File: src/rtl/lsu_bus_master.sv
// lsu_bus_master: turns core load/store requests into single transactions on a word bus
//
// Optional feature: define BUS_TIMEOUT_EN to abort a WAIT that lasts TIMEOUT_CYCLES
// cycles without ack (the access then completes with o_rsp_err=1).
//
// Ports:
//   i_clk, i_reset     clock, asynchronous active-high reset
//   i_req_*            core request (valid, addr, write, size, unsigned, wdata)
//   o_req_ready        high while idle and able to accept a request
//   o_rsp_*            one-cycle completion pulse with extended load data and error flag
//   o_dev_sel, o_addr, o_sel, o_write, o_data   bus request, one cycle per transaction
//   i_ack, i_data      responder acknowledge and read data
module lsu_bus_master #(
    parameter int ADDR_WIDTH     = 32,
    parameter int TIMEOUT_CYCLES = 16
) (
    input  logic                  i_clk,
    input  logic                  i_reset,
    input  logic                  i_req_valid,
    output logic                  o_req_ready,
    input  logic [ADDR_WIDTH-1:0] i_req_addr,
    input  logic                  i_req_write,
    input  logic [1:0]            i_req_size,
    input  logic                  i_req_unsigned,
    input  logic [31:0]           i_req_wdata,
    output logic                  o_rsp_valid,
    output logic [31:0]           o_rsp_data,
    output logic                  o_rsp_err,
    output logic                  o_dev_sel,
    output logic [ADDR_WIDTH-3:0] o_addr,
    output logic [3:0]            o_sel,
    output logic                  o_write,
    output logic [31:0]           o_data,
    input  logic                  i_ack,
    input  logic [31:0]           i_data
);
    typedef enum logic [1:0] {IDLE, REQ, WAIT, RESP} state_t;
    state_t state_q, state_d;
    logic [1:0] off_q, off_d, size_q, size_d;
    logic uns_q, uns_d, we_q, we_d;
    logic rdy_q, rdy_d, dev_sel_q, dev_sel_d, wr_q, wr_d;
    logic [ADDR_WIDTH-3:0] addr_q, addr_d;
    logic [3:0] sel_q, sel_d;
    logic [31:0] data_q, data_d, rsp_data_q, rsp_data_d, sh;
    logic rsp_valid_q, rsp_valid_d, rsp_err_q, rsp_err_d, bad;
`ifdef BUS_TIMEOUT_EN
    localparam int CW = $clog2(TIMEOUT_CYCLES + 1);
    logic [CW-1:0] cnt_q, cnt_d;
`endif
    assign o_req_ready = rdy_q;
    assign o_rsp_valid = rsp_valid_q;
    assign o_rsp_data  = rsp_data_q;
    assign o_rsp_err   = rsp_err_q;
    assign o_dev_sel   = dev_sel_q;
    assign o_addr      = addr_q;
    assign o_sel       = sel_q;
    assign o_write     = wr_q;
    assign o_data      = data_q;
    assign bad = (i_req_size == 2'b11) || (i_req_size == 2'b01 && i_req_addr[0]) ||
                 (i_req_size == 2'b10 && i_req_addr[1:0] != 2'b00);
    always_comb begin
        state_d    = state_q;
        off_d      = off_q;
        size_d     = size_q;
        uns_d      = uns_q;
        we_d       = we_q;
        dev_sel_d  = 1'b0;
        wr_d       = 1'b0;
        addr_d     = addr_q;
        sel_d      = sel_q;
        data_d     = data_q;
        rsp_err_d  = 1'b0;
        rsp_data_d = 32'h0;
        sh         = i_data >> {off_q, 3'b000};
`ifdef BUS_TIMEOUT_EN
        cnt_d      = cnt_q;
`endif
        case (state_q)
            IDLE: if (i_req_valid && rdy_q) begin
                off_d  = i_req_addr[1:0];
                size_d = i_req_size;
                uns_d  = i_req_unsigned;
                we_d   = i_req_write;
                if (bad) begin
                    state_d   = RESP;
                    rsp_err_d = 1'b1;
                end else begin
                    state_d   = REQ;
                    dev_sel_d = 1'b1;
                    wr_d      = i_req_write;
                    addr_d    = i_req_addr[ADDR_WIDTH-1:2];
                    sel_d     = i_req_size == 2'b00 ? 4'b0001 << i_req_addr[1:0] :
                                i_req_size == 2'b01 ? 4'b0011 << i_req_addr[1:0] : 4'b1111;
                    data_d    = i_req_size == 2'b00 ? {4{i_req_wdata[7:0]}} :
                                i_req_size == 2'b01 ? {2{i_req_wdata[15:0]}} : i_req_wdata;
                end
            end
            REQ: begin
                state_d = WAIT;
`ifdef BUS_TIMEOUT_EN
                cnt_d   = '0;
`endif
            end
            WAIT: if (i_ack) begin
                state_d    = RESP;
                rsp_data_d = we_q ? 32'h0 :
                             size_q == 2'b00 ? {{24{sh[7] & ~uns_q}}, sh[7:0]} :
                             size_q == 2'b01 ? {{16{sh[15] & ~uns_q}}, sh[15:0]} : sh;
            end
`ifdef BUS_TIMEOUT_EN
            else if (cnt_q == CW'(TIMEOUT_CYCLES - 1)) begin
                state_d   = RESP;
                rsp_err_d = 1'b1;
            end else begin
                cnt_d = cnt_q + CW'(1);
            end
`endif
            default: state_d = IDLE;
        endcase
        rsp_valid_d = state_d == RESP;
        rdy_d       = state_d == IDLE;
    end
    always_ff @(posedge i_clk or posedge i_reset) begin
        if (i_reset) begin
            state_q     <= IDLE;
            off_q       <= 2'b00;
            size_q      <= 2'b00;
            uns_q       <= 1'b0;
            we_q        <= 1'b0;
            rdy_q       <= 1'b0;
            dev_sel_q   <= 1'b0;
            wr_q        <= 1'b0;
            addr_q      <= '0;
            sel_q       <= 4'h0;
            data_q      <= 32'h0;
            rsp_valid_q <= 1'b0;
            rsp_err_q   <= 1'b0;
            rsp_data_q  <= 32'h0;
`ifdef BUS_TIMEOUT_EN
            cnt_q       <= '0;
`endif
        end else begin
            state_q     <= state_d;
            off_q       <= off_d;
            size_q      <= size_d;
            uns_q       <= uns_d;
            we_q        <= we_d;
            rdy_q       <= rdy_d;
            dev_sel_q   <= dev_sel_d;
            wr_q        <= wr_d;
            addr_q      <= addr_d;
            sel_q       <= sel_d;
            data_q      <= data_d;
            rsp_valid_q <= rsp_valid_d;
            rsp_err_q   <= rsp_err_d;
            rsp_data_q  <= rsp_data_d;
`ifdef BUS_TIMEOUT_EN
            cnt_q       <= cnt_d;
`endif
        end
    end
endmodule

File: config.mk
export PLATFORM = sky130hd
export DESIGN_NAME = lsu_bus_master
export DESIGN_NICKNAME = d
export VERILOG_FILES = /design/src/rtl/lsu_bus_master.sv
export SDC_FILE = /design/constraint.sdc
export NUM_CORES = 1
export LEC_CHECK = 0
export ABC_AREA = 1
export CAP_MARGIN = 20
export CORE_MARGIN = 8
export CORE_UTILIZATION = 40
export DETAILED_ROUTE_END_ITERATION = 10
export HOLD_SLACK_MARGIN = 0.03
export PLACE_DENSITY = 0.76
export SLEW_MARGIN = 15
export SYNTH_ARGS = -nofsm -noshare
export SYNTH_HDL_FRONTEND = slang
export SYNTH_SLANG_ARGS = --single-unit
File: constraint.sdc
create_clock -name i_clk -period 5.85 [get_ports i_clk]
set_input_delay 1.755 -clock i_clk [delete_from_list [all_inputs] [get_ports i_clk]]
set_output_delay 1.755 -clock i_clk [all_outputs]
set_load 0.005 [all_outputs]
Yosys cells after proc, flatten, opt, wreduce, memory -nomap -nowiden
Cells that the tools add are included.
{ "classes": {"reduce_logical": 12, "n_bitwise": 4, "shifts": 3, "eq_ne": 7, "mux": 22} }
{ "op_table": {"columns": ["cell", "n"], "rows": [
  ["$mux W32", 7],
  ["$shr A32 B5 Y32", 1],
  ["$mux W1", 9],
  ["$eq A2 B2 Y1 const B", 4],
  ["$logic_not A2 Y1", 4],
  ["$mux W4", 2],
  ["$eq A2 B1 Y1 const B", 3],
  ["$mux W2", 3],
  ["$pmux W2 S3", 1],
  ["$shl A1 B2 Y4 const A", 1],
  ["$shl A2 B2 Y4 const A", 1],
  ["$logic_and A1 B1 Y1", 3],
  ["$reduce_and A3 Y1", 1],
  ["$and A1 B1 Y1", 2],
  ["$logic_or A1 B1 Y1", 2],
  ["$not A1 Y1", 2],
  ["$reduce_and A2 Y1", 1],
  ["$reduce_bool A2 Y1", 1]
]} }
{ "word_totals": {"ff_bits": 111, "elab_cells": 62, "input_bits": 104} }

Depth between registers and ports, before layout
Gate-level depths: netlist of the first run.
{ "depth": {"depth_word": 8, "ltp_mapped": 10, "depth_no_buf": 8} }

Least setup slack after synthesis of the first run
Ideal clock, no wire load.
{ "synth_timing": {"path_kind": "input -> register", "startpoint": "input i_req_addr[0]", "endpoint": "register data_q[0] (netlist: o_data[0])", "t_arrival_ns": 2.640, "setup_ns": 0.130, "required_time_ns": 5.720, "slack_ns": 3.080, "path_stages": 9, "cell_sequence": "inv_1 -> ha_1 -> nand2_1 -> nand2_1 -> nand2_2 -> buf_4 -> buf_4 -> nand2_1 -> o21ai_0"} }
{ "synth_via": {"elab_chain_cells": 5, "word_cells_on_any_way": 7, "cone_classes": "bitwise (1); reduce/logical (6)"} }
{ "synth_rtl": {"columns": ["element", "line_no", "rtl"], "rows": [
  ["start, declared", "21", "input logic [ADDR_WIDTH-1:0] i_req_addr,"],
  ["$reduce_bool A2 Y1 / $logic_and A1 B1 Y1 (equally long branches)", "60, 59", null],
  ["$logic_and A1 B1 Y1 / $logic_or A1 B1 Y1 (equally long branches)", "60, 59", null],
  ["$logic_or A1 B1 Y1 *", "59", "assign bad = (i_req_size == 2'b11) || (i_req_size == 2'b01 && i_req_addr[0]) ||"],
  ["$not A1 Y1 (no source line) *", null, null],
  ["$reduce_and A3 Y1 (no source line) *", null, null],
  ["end signal, assigned", "153", "data_q <= data_d;"],
  ["end, declared", "44", "logic [31:0] data_q, data_d, rsp_data_q, rsp_data_d, sh;"]
]} }
Every way passes the cells marked *; elsewhere a longest branch is shown, timed or not.
A chain may end at the register's enable or synchronous reset.

Worst setup path in the final report of the first run
{ "layout_timing": {"startpoint": "input i_req_addr[1]", "endpoint": "register data_q[12] (netlist: o_data[12])"} }
{ "layout_via": {"elab_chain_cells": 5} }
{ "layout_rtl": {"columns": ["element", "line_no", "rtl"], "rows": [
  ["$reduce_bool A2 Y1", "60", "(i_req_size == 2'b10 && i_req_addr[1:0] != 2'b00);"],
  ["$logic_and A1 B1 Y1", "60", null],
  ["$logic_or A1 B1 Y1", "59", null],
  ["$not A1 Y1 (no source line)", null, null],
  ["$reduce_and A3 Y1 (no source line)", null, null]
]} }
Every way passes these cells.

==> results of run 1 <==
## worst min-delay path by stage
stage / slack, ps / end / start
floorplan: 470 / o_addr[0] / o_addr[0]
global placement: 460 / o_addr[8] / o_addr[8]
detailed placement: 470 / o_addr[29] / o_addr[29]
CTS: 490 / o_addr[8] / o_addr[8]
global route: 510 / o_data[6] / o_data[6]
finish: 480 / o_addr[10] / o_addr[10]
## where the power goes
part	internal [mW]	switching (mW)
clock network	0.325	0.258
logic	0.785	0.660
registers	1.08	0.215
## worst max-delay path: cells and delay by family
family | cells | cell delay, ps
and+or+nand+nor | 4 | 390
AOI/OAI and AO/OA | 1 | 130
adders and majority gates | 1 | 210
buffers and inverters | 3 | 1340
## cell usage in the layout (no fill, tap or decap)
cell type / n
nand3_2: 2
buf_4: 4
nor2_4: 11
o22ai_1: 3
nand2_2: 4
clkbuf_16: 9
nor2_1: 49
o21ai_0: 57
nand2_1: 196
clkbuf_8: 3
o211a_1: 6
nand2_4: 2
clkdlybuf4s50_1: 206
a21boi_0: 1
inv_6: 1
clkinv_2: 1
nand3_4: 1
ha_1: 7
o21ai_2: 1
a21oi_1: 28
inv_1: 40
o21ai_1: 10
inv_2: 1
inv_4: 1
clkbuf_1: 2
clkinv_4: 1
o21bai_1: 1
nand3_1: 19
a31oi_1: 8
dfrtp_1: 111
## logic make-up (layout without fill, tap and decap cells)
family	Yosys count	count (layout)	share of synthesized area (%)
simple gates	284	284	24.0
flops	111	111	54.6
compound gates	115	115	12.4
fa+ha+maj	7	7	1.72
buf+inv	76	269	7.31
## layer usage
layer,track usage (%),up-vias,wire [µm]
li1,-,2252,-
met1,22.1,2148,6490
met2,30.6,167,7250
met3,4.96,11,1210
met4,4.35,0,129
met5,0,-,0
## flip-flops by register name (all words and copies together), names as in the netlist, 2 cells and up
register	cells
off_q	2
state_q	2
o_sel	4
o_addr	30
o_data	32
o_rsp_data	32
size_q	2
## per-stage QoR
| step | utilization, % | instance area [µm²] | power [mW] | setup slack (ps) | hold slack (ps) |
|---|---|---|---|---|---|
| floorplan | - | 5080 | 1.93 | 1160 | 472 |
| global placement | 57.5 | 7190 | 2.71 | 2000 | 464 |
| detailed placement | 57.5 | 7190 | 2.76 | 1890 | 468 |
| CTS | 59.8 | 7480 | 3.36 | 2250 | 488 |
| global route | 59.8 | 7480 | 3.56 | 2030 | 509 |
| finish | 59.8 | 7480 | 3.32 | 2230 | 483 |
## area by class of cell
type | count | area, µm² | share of cell area [%]
Clock buffer | 14 | 274 | 3.66
Sequential cell | 111 | 2780 | 37.1
Multi-Input combinational cell | 406 | 1940 | 25.9
Timing Repair Buffer | 210 | 2090 | 28.0
Clock inverter | 2 | 13.8 | 0.184
Inverter | 43 | 169 | 2.26
Tap cell | 172 | 215 | 2.88
==> metrics, run 1 <==
#FFs+latches synth=111; Filler cells=1,116; top cell type by total area after synthesis=dfrtp_1; Crit Path Class=input pin to flip-flop; Mean Syn Cell Area=8.57 µm²; Max Cap Viol=0; Initial Util=40.6%; clk_lat worst skew=330 ps; vias per std cell=4.78; PwrDens=444 nW/µm²; EDFF count, synth=0; Crit Path Max Fanout=103; largest net degree at the start of global routing=104; First-pass DRT Iterations=5; startpoint types=input pin; Slew HR=34.4%; Max stage delay cell, worst path=buf_4; Port Buffers=206; Post-CTS Hold Buffers=0; Nets=892; CP most frequent cell=nand2_1; syn_nets=704; most common cell in the netlist=nand2_1; num rows=41; # Post-CTS Setup Buffers=0; layout cells sized above 1=5.34%; post-synthesis sequential area ratio=54.6%; Area Growth Syn to Fin=47.2%; worst vdd ir=0.233 mV; Reg-to-Reg End=o_data[12]; WP data required=6100 ps; Clock Pin Slew Worst Setup and Hold Paths=70 ps; FF-to-FF setup slack=3480 ps; clock sinks=111; Final min period=3620 ps; die area=16,600 µm²; hold-critical path depth=2; RSZ-0062 raised after global routing=no; CTS max path bufs=2; die height=129 µm; top-area cell type share of the netlist area=54.6%; TritonCTS clock tree=built; via count=4,578; Synth warnings=0; initial antenna violation count=0; gr usage total=18.0%; starting DRC count in detailed routing=350; CTS buffer count=9; status=finished, final reports clean; RR Startpoint=state_q[0]; clk root buf=clkbuf_16; Die W=129 µm; async set or reset register ratio after synthesis=100%; critical-path cell list=clkdlybuf4s50_1 > inv_1 > ha_1 > nand2_1 > nand2_1 > nand2_4 > buf_4 > nand2_1 > o21ai_0; setup clock skew after layout=10.9 ps; Antenna Nets Post-Route=0; placed cells=942; crit path capture=o_data[12]; Final Wtd Congestion=0.884; Worst-Margin Slew=983 ps; Final Routed Wirelength=15,100 µm; Hold Path Class=flip-flop to flip-flop; leakage power total=3.61 nW; fin crit share=61.9%; final-report hold violation count=0; drc violations=0; Reg2Reg Depth=8; Non-Filler Instances=958; Post-synth top cells=196 x nand2_1, 111 x dfrtp_1, 57 x o21ai_0, 49 x nor2_1, 41 x inv_1; global-route wire length before repair=23,700 µm; PostCTS Resize Cnt=0; vias in the first global route=4,613; average routed wire per standard cell=15.7 µm; slowest stage delay, CP=690 ps; ys flop type=dfrtp_1; Gate Count Post-Synth=593; final-report setup violation count=0; antenna fix cells=0; Post-DP HPWL=11,500 µm; Core Region=12,500 µm²; gr ovfl total=0; Max Slew Vio Count=0; CP Capture Type=flip-flop; achievable clock frequency=276 MHz; largest cells by area after synthesis=dfrtp_1 55%, nand2_1 14%, o21ai_0 5.6%; H-tree levels=3; IO Pins=207; setup TNS=0 ps; Netlist Area Pre-Place=5080 µm²; distinct cell type count after synthesis=29; CP Launch Point=i_req_addr[1]; WP data arrival=3870 ps
Note: power is estimated with default switching activity, not from simulation.
==> inputs of run 2 (changes only) <==
- CORE_UTILIZATION: 40 -> 39
- PLACE_DENSITY: 0.76 -> 0.78
- clock period: 5.85 -> 3.2 ns (I/O delays scaled with it)
==> run 2 against run 1 <==
First-iteration DRC count decreased by 10%. Register-to-register slack got worse by 2200 ps. Cell count increased by 0.42%. Worst setup slack got worse by 1500 ps. Via count increased by 1.9%. Routed wire length increased by 0.47%. Global-route usage decreased by 0.55 points. Core utilization decreased by 0.25 points. Critical path depth unchanged. Non-clock buffer count increased by 4.
==> metrics, run 2 (same netlist as run 1, synthesis figures left out) <==
slowest stage delay, CP=530 ps; FF-to-FF setup slack=1260 ps; WP data required=3470 ps; GRT met1 Usage=22.2%; startpoint types=input pin; CP most frequent cell=nand2_1; die area=16,900 µm²; final-report hold violation count=0; Final Wtd Congestion=0.897; clk_lat worst skew=350 ps; Max stage delay cell, worst path=clkdlybuf4s50_1; PostCTS Resize Cnt=0; initial antenna violation count=0; Antenna Nets Post-Route=0; Reg-to-Reg End=o_rsp_data[22]; fin crit share=76.9%; Core Region=12,700 µm²; clock sinks=111; antenna fix cells=0; met2 Use GR=28.6%; Final Routed Wirelength=15,100 µm; clk root buf=clkbuf_16; most frequent cells in the layout=206 x clkdlybuf4s50_1, 196 x nand2_1, 111 x dfrtp_1; Clock Pin Slew Worst Setup and Hold Paths=80 ps; Die W=130 µm; RR Startpoint=off_q[1]; WP data arrival=2730 ps; # Post-CTS Setup Buffers=0; Post-CTS Hold Buffers=0; via count=4,665; Initial Util=40.1%; routing usage on met3=4.04%; die height=130 µm; achievable clock frequency=407 MHz; largest net degree at the start of global routing=87; vias in the first global route=4,584; CTS max path bufs=2; PwrDens=819 nW/µm²; worst vdd ir=0.362 mV; post-route worst setup slack=740 ps; RSZ-0062 raised after global routing=no; Max Slew Vio Count=0; starting DRC count in detailed routing=314; TritonCTS clock tree=built; Min-Delay Endpoint=o_addr[2]; min-delay src=o_addr[2]; critical-path cell list=clkdlybuf4s50_1 > inv_1 > ha_1 > nand2_1 > nand2_1 > nand2_4 > buf_12 > nand2_1 > o21ai_1; global-route wire length before repair=23,300 µm; CTS buffer count=9; Slew HR=52.5%; setup clock skew after layout=10.6 ps; Nets=896; gr usage total=17.4%; Cell Area, Placed=7240 µm²; Worst-Margin Slew=713 ps; Crit Path Class=input pin to flip-flop; commonest non-fill, non-tap cell in the layout=clkdlybuf4s50_1; H-tree levels=3; setup TNS=0 ps; hold-critical path depth=2; IO Pins=207; status=finished, final reports clean; First-pass DRT Iterations=5; vias per std cell=4.85; average routed wire per standard cell=15.7 µm; Hold Path Class=flip-flop to flip-flop; layout cells sized above 1=6.08%; placed cells=946; Area Growth Syn to Fin=48.3%; drc violations=0; CP Capture Type=flip-flop; Max Cap Viol=0; Crit Path Max Fanout=86; final-report setup violation count=0; num rows=41; Post-DP HPWL=11,600 µm; global route hottest layer=met2; leakage power total=3.63 nW; Reg2Reg Depth=7; Non-Filler Instances=962; Filler cells=1,105; design area=7540 µm²; gr ovfl total=0; pre-CTS setup slack=381 ps; Final min period=2460 ps; Port Buffers=206
==> run 2: critical path, delay by kind of cell <==
kind	cells	cell delay, ps
buffers and inverters	3	960
AOI/OAI and AO/OA	1	110
adders and majority gates	1	210
and+or+nand+nor	4	480
==> run 2: per-layer routing <==
layer / share of wire (%) / vias up / routed length, µm
li1: - / 2270 / -
met1: 43 / 2195 / 6490
met2: 48 / 185 / 7280
met3: 7.8 / 15 / 1190
met4: 1.2 / 0 / 188
met5: 0 / - / 0
==> run 2: worst max path at each step <==
| stage | cells after the start | slack (ps) | to | startpoint |
|---|---|---|---|---|
| floorplan | 1 | 900 | o_addr[0] | i_reset |
| global placement | 8 | 510 | o_data[10] | i_req_addr[1] |
| detailed placement | 9 | 380 | o_data[25] | i_req_addr[1] |
| CTS | 9 | 770 | o_data[25] | i_req_addr[1] |
| global route | 9 | 570 | o_data[25] | i_req_addr[1] |
| finish | 9 | 740 | o_data[25] | i_req_addr[1] |
==> run 2: stage by stage <==
| step | hold slack [ps] | total power [mW] | util, % |
|---|---|---|---|
| floorplan | 472 | 3.53 | - |
| global placement | 461 | 4.97 | 57.1 |
| detailed placement | 465 | 5.07 | 57.1 |
| CTS | 482 | 6.24 | 59.5 |
| global route | 510 | 6.60 | 59.5 |
| finish | 482 | 6.18 | 59.5 |
==> run 2: layout make-up <==
| type | count | area (µm²) | area share [%] |
|---|---|---|---|
| Clock buffer | 9 | 225 | 2.99 |
| Clock inverter | 7 | 78.8 | 1.05 |
| Inverter | 43 | 170 | 2.26 |
| Multi-Input combinational cell | 406 | 1940 | 25.7 |
| Sequential cell | 111 | 2780 | 36.8 |
| Tap cell | 172 | 215 | 2.85 |
| Timing Repair Buffer | 214 | 2130 | 28.3 |
==> run 2: power breakdown <==
part | leakage (nW) | internal [mW] | total [mW] | switching (mW)
Clock | 0.144 | 0.617 | 1.14 | 0.526
Sequential | 1.44 | 1.98 | 2.33 | 0.357
Combinational | 2.04 | 1.45 | 2.70 | 1.25
==> edit 1: new RTL, settings of run 1 <==
Change the parameter `ADDR_WIDTH` from 32 to 48.
--- a/src/rtl/lsu_bus_master.sv
+++ b/src/rtl/lsu_bus_master.sv
@@ -11,7 +11,7 @@
 //   o_dev_sel, o_addr, o_sel, o_write, o_data   bus request, one cycle per transaction
 //   i_ack, i_data      responder acknowledge and read data
 module lsu_bus_master #(
-    parameter int ADDR_WIDTH     = 32,
+    parameter int ADDR_WIDTH     = 48,
     parameter int TIMEOUT_CYCLES = 16
 ) (
     input  logic                  i_clk,
Ports: changed (resized i_req_addr and o_addr); port bits go from 207 to 239. No check against the original RTL was run, so the function may have changed too.
==> edit 1 against run 1 <==
Area after synthesis grew 11%; global-route usage increased by 1.2 points; clock power rose by 67%; total power is 23% higher; wire length grew 15%; count of clock-buffer cells in the layout is 7 higher; worst setup slack gained 0.20 ns; sequential cell count is 16 higher; design area grew 15%; via count increased by 12%; register-to-register slack better by 0.14 ns; critical path type unchanged; critical endpoint is now o_addr[4]$_DFFE_PP0P_.
==> edit 1: results (changes against run 1) <==
Outcome
  • Status: complete, no violations (unchanged)

Synth
  • Netlist cell types: 25 (was 29)

Placement
  • Buffers added on ports: 238 (was 206)
  • Placed Area: 0.00805 mm2 (was 0.00719 mm2)
  • Dpl ws: 1.78 ns (was 1.89 ns)
  • Post-DP HPWL: 12.7 mm (was 11.5 mm)

STA
  • Final Skew: 0.00507 ns (was 0.0109 ns)
  • Fmax: 293 MHz (was 276 MHz)

Global route
  • First-pass GRT wire length: 27.1 mm (was 23.7 mm)
  • Vias in the first global route: 5172 (was 4613)
  • Initial antenna violation count: 1 (was 0)

Routing
  • Via count: 5132 (was 4578)
  • Via density: 4.75 (was 4.78)
  • Routed len/inst: 16.1 um (was 15.7 um)

Clock tree
  • Clk_lat worst skew: 0.41 ns (was 0.33 ns)
  • Total CTS buffers: 17 (was 9)

Power
  • Power Dens Cells: 474 mW/mm2 (was 444 mW/mm2)

Critical path
  • Reg2Reg Depth: 9 (was 8)
  • CP max stage delay: 0.52 ns (was 0.69 ns)
  • FF-to-FF End: o_addr[4]$_DFFE_PP0P_ (was o_data[12]$_DFFE_PP0P_)
  • Max stage delay cell, worst path: clkdlybuf4s50_1 (was buf_4)

Finish
  • # nets final: 1014 (was 892)
  • Fillcell total: 1180 (was 1116)
  • Layout cells sized above 1: 6.89% (was 5.34%)

Hold path
  • Worst Hold End: o_addr[0]$_DFFE_PP0P_ (was o_addr[10]$_DFFE_PP0P_)
-- edit 1: cell count changes after synthesis, sizes merged, moves of 3 or more --
| cell | delta |
|---|---|
| nor2 | -9 |
| nand2 | +61 |
| dfrtp | +16 |
| a21oi | -5 |
| nand3 | -7 |
| o211a | -3 |
| o21ai | +13 |
-- edit 1: cells by family (layout without fill, tap and decap cells) --
kind of cell	Yosys count	after routing	share of synthesized area, %
and+or+nand+nor	329	329	23.1
AOI/OAI and AO/OA	120	120	11.8
DFF	127	127	56.4
adders and majority gates	7	7	1.56
buffers and inverters	77	317	7.15
-- edit 1: worst max-delay path by stage --
stage | startpoint | to | cells past startpoint
after global placement | i_req_addr[0] | o_data[7]$_DFFE_PP0P_ | 9
after detailed placement | i_req_addr[0] | o_data[5]$_DFFE_PP0P_ | 9
final | i_req_addr[0] | o_addr[4]$_DFFE_PP0P_ | 10
after CTS | i_req_addr[0] | o_data[7]$_DFFE_PP0P_ | 9
after global routing | i_req_addr[0] | o_data[13]$_DFFE_PP0P_ | 10
after floorplan | i_reset | o_addr[0]$_DFFE_PP0P_ | 1
-- edit 1: cell type report --
| class | count | share of cell area [%] |
|---|---|---|
| tap | 180 | 2.61 |
| sequential | 127 | 36.8 |
| inverter | 42 | 1.93 |
| multi-input combinational | 456 | 23.8 |
| timing repair buffer | 243 | 28.4 |
| clock inverter | 11 | 1.06 |
| clock buffer | 21 | 5.33 |
-- edit 1: report_power, final --
group          internal [mW]  switching, mW
Clock                  0.601          0.373
Sequential              1.25          0.227
Combinational          0.901          0.737
-- edit 1: layer usage --
layer,vias up,share of wire [%],global-route usage [%]
li1,2540,-,-
met1,2367,40,21.1
met2,203,48,31.8
met3,20,11,9.51
met4,2,1.3,5.68
met5,-,0.075,0
==> edit 2: new RTL, config.mk and constraints of run 1 <==
Made on the original files. The output `o_rsp_err` loses its register stage (`rsp_err_q` becomes a continuous assignment).
--- a/src/rtl/lsu_bus_master.sv
+++ b/src/rtl/lsu_bus_master.sv
@@ -134,7 +134,6 @@
             sel_q       <= 4'h0;
             data_q      <= 32'h0;
             rsp_valid_q <= 1'b0;
-            rsp_err_q   <= 1'b0;
             rsp_data_q  <= 32'h0;
 `ifdef BUS_TIMEOUT_EN
             cnt_q       <= '0;
@@ -152,12 +151,13 @@
             sel_q       <= sel_d;
             data_q      <= data_d;
             rsp_valid_q <= rsp_valid_d;
-            rsp_err_q   <= rsp_err_d;
             rsp_data_q  <= rsp_data_d;
 `ifdef BUS_TIMEOUT_EN
             cnt_q       <= cnt_d;
 `endif
         end
     end
+
+    assign rsp_err_q = rsp_err_d;
 endmodule
 
Function: changed (a bounded check fails within 4 cycles, from zero or initial values and one cycle with i_reset high).
==> edit 2 against run 1 <==
Synthesized cell count decreased by 0.17%; worst setup slack worse by 1.5 ns; design area barely moved; sequential cell count down 1; register-to-register slack worse by 0.21 ns; total power grew 1.0%; area after synthesis decreased by 0.49%; wire length increased by 3.3%.
==> edit 2: results (changes against run 1) <==
Synth
  • Syn Area/Cell: 8.54 um2 (was 8.57 um2)
  • Netlist cell types: 29 (unchanged)
  • Synth warn: 0 (unchanged)
  • Most frequent cells after synthesis: nand2_1, dfrtp_1, o21ai_0 (unchanged)
  • Syn_nets: 703 (was 704)
  • Seq/Total Area, Yosys: 54.4% (was 54.6%)
  • Number of synthesized flops with an enable pin: 0 (unchanged)
  • Top FF cell, synth: dfrtp_1 (unchanged)
  • Top cells by area, synth: dfrtp_1, nand2_1, o21ai_0 (unchanged)
  • Fraction of registers with async set/reset: 100% (unchanged)

Critical path
  • R2r setup slk: 3.27 ns (was 3.48 ns)
  • Crit-path max FO: 4 (was 103)
  • Crit path DAT: 3.39 ns (was 3.87 ns)

Routing
  • Post-route DRC: 0 (unchanged)
  • 1st-iter DRT viols: 420 (was 350)
  • Via count: 4676 (was 4578)
  • Via density: 4.89 (was 4.78)
  • Routed len/inst: 16.3 um (was 15.7 um)
  • Drt first pass iters: 8 (was 5)

STA
  • Min cycle time layout: 5.14 ns (was 3.62 ns)
  • Worst-margin pin slew: 0.994 ns (was 0.983 ns)
  • Final Skew: 0.00834 ns (was 0.0109 ns)
  • Hold slack: 0.481 ns (was 0.483 ns)

Global route
  • First-pass GRT wire length: 25.2 mm (was 23.7 mm)
  • Largest net degree at the start of global routing: 77 (was 104)
  • Met3 Use GR: 8.98% (was 4.96%)
  • Routing usage on met2: 30.5% (was 30.6%)
  • Total gr overflow: 0 (unchanged)
  • GR Util All Layers: 19.2% (was 18.0%)
  • Vias in the first global route: 4829 (was 4613)
  • Initial antenna violation count: 0 (unchanged)
  • Met1 Usage GRT: 22.9% (was 22.1%)

Power
  • Peak supply drop: 289 uV (was 233 uV)
  • Leading power group: combinational cells (unchanged)
  • Clock Power: 632 uW (was 583 uW)
  • Lkg Pwr: 3.60 nW (was 3.61 nW)
  • NetSw: 1.16 mW (was 1.13 mW)
  • Sequential group share of total power: 38.0% (was 39.0%)
  • Clk pwr share: 18.8% (was 17.5%)

Placement
  • Dpl ws: 0.688 ns (was 1.89 ns)
  • Buffers added on ports: 206 (unchanged)
  • Placed Area: 0.00717 mm2 (was 0.00719 mm2)
  • GP Congestion: 0.891 (was 0.884)
  • Post-DP HPWL: 11.9 mm (was 11.5 mm)
  • Number of instances in the placed design: 941 (was 942)

Clock tree
  • Max clock buf depth: 2 (unchanged)
  • Post-CTS Setup Inserts: 0 (unchanged)
  • Clock transition at path regs: 0.07 ns (about the same)
  • CTS Root Cell: clkbuf_16 (unchanged)
  • Post-CTS resize count: 0 (unchanged)
  • Total CTS buffers: 9 (unchanged)
  • H-tree levels: 3 (unchanged)
  • Clk_lat worst skew: 0.35 ns (was 0.33 ns)

Finish
  • # nets final: 891 (was 892)
  • N_diodes: 0 (unchanged)
  • Layout cells sized above 1: 5.48% (was 5.34%)
  • Fillcell total: 1076 (was 1116)

Hold path
  • Worst hold path class: register to register (unchanged)

Outcome
  • Status: complete, no violations (unchanged)
edit 2: cell count changes in the layout (fill, tap and decap cells not counted):
cell	run 1	this run
clkbuf_8	3	0
clkinv_8	0	1
clkbuf_1	2	1
inv_6	1	3
bufinv_16	0	1
clkinv_4	1	2
clkinv_2	1	0
dfrtp_1	111	110
edit 2: path summary, 6_finish.rpt:
check	start	to	cells after the start
worst min register to register	o_addr[22]$_DFFE_PP0P_	o_addr[22]$_DFFE_PP0P_	2
worst max-delay path	i_req_addr[0]	o_rsp_err	7
worst max register to register	state_q[0]$_DFF_PP0_	o_addr[6]$_DFFE_PP0P_	9
max in group asynchronous	i_reset	o_addr[23]$_DFFE_PP0P_	3
min in group asynchronous	i_reset	o_addr[22]$_DFFE_PP0P_	2
worst min-delay path	o_addr[22]$_DFFE_PP0P_	o_addr[22]$_DFFE_PP0P_	2
edit 2: metal layers:
metal  wire [um]  part of all wire, %
met1        6350                   41
met2        7080                   45
met3        1930                   12
met4         219                  1.4
met5           0                    0
edit 2: area by class of cell:
cell class              instances  area, um2  area share, %
multi-input cells             406       1940           25.9
clock inverters                 6       81.3           1.09
flip-flops and latches        110       2750           36.8
well taps                     172        215           2.88
clock buffers                  10        229           3.06
repair buffers                210       2090           28.0
inverters                      43        169           2.26
edit 2: worst max-delay path, cell delays in order:
cell and delay [ns]:
clkdlybuf4s50_1 0.51, inv_1 0.11, ha_1 0.22, nand2_1 0.09, nand3_1 0.13, inv_1 0.08, clkdlybuf4s50_1 0.50
edit 2: logic make-up (layout without fill, tap and decap cells):
kind of cell | Yosys count | in the layout | synth area share (%)
DFF | 110 | 110 | 54.4
adders and majority gates | 7 | 7 | 1.73
buffers and inverters | 76 | 269 | 7.35
AOI/OAI and AO/OA | 115 | 115 | 12.4
and+or+nand+nor | 284 | 284 | 24.1
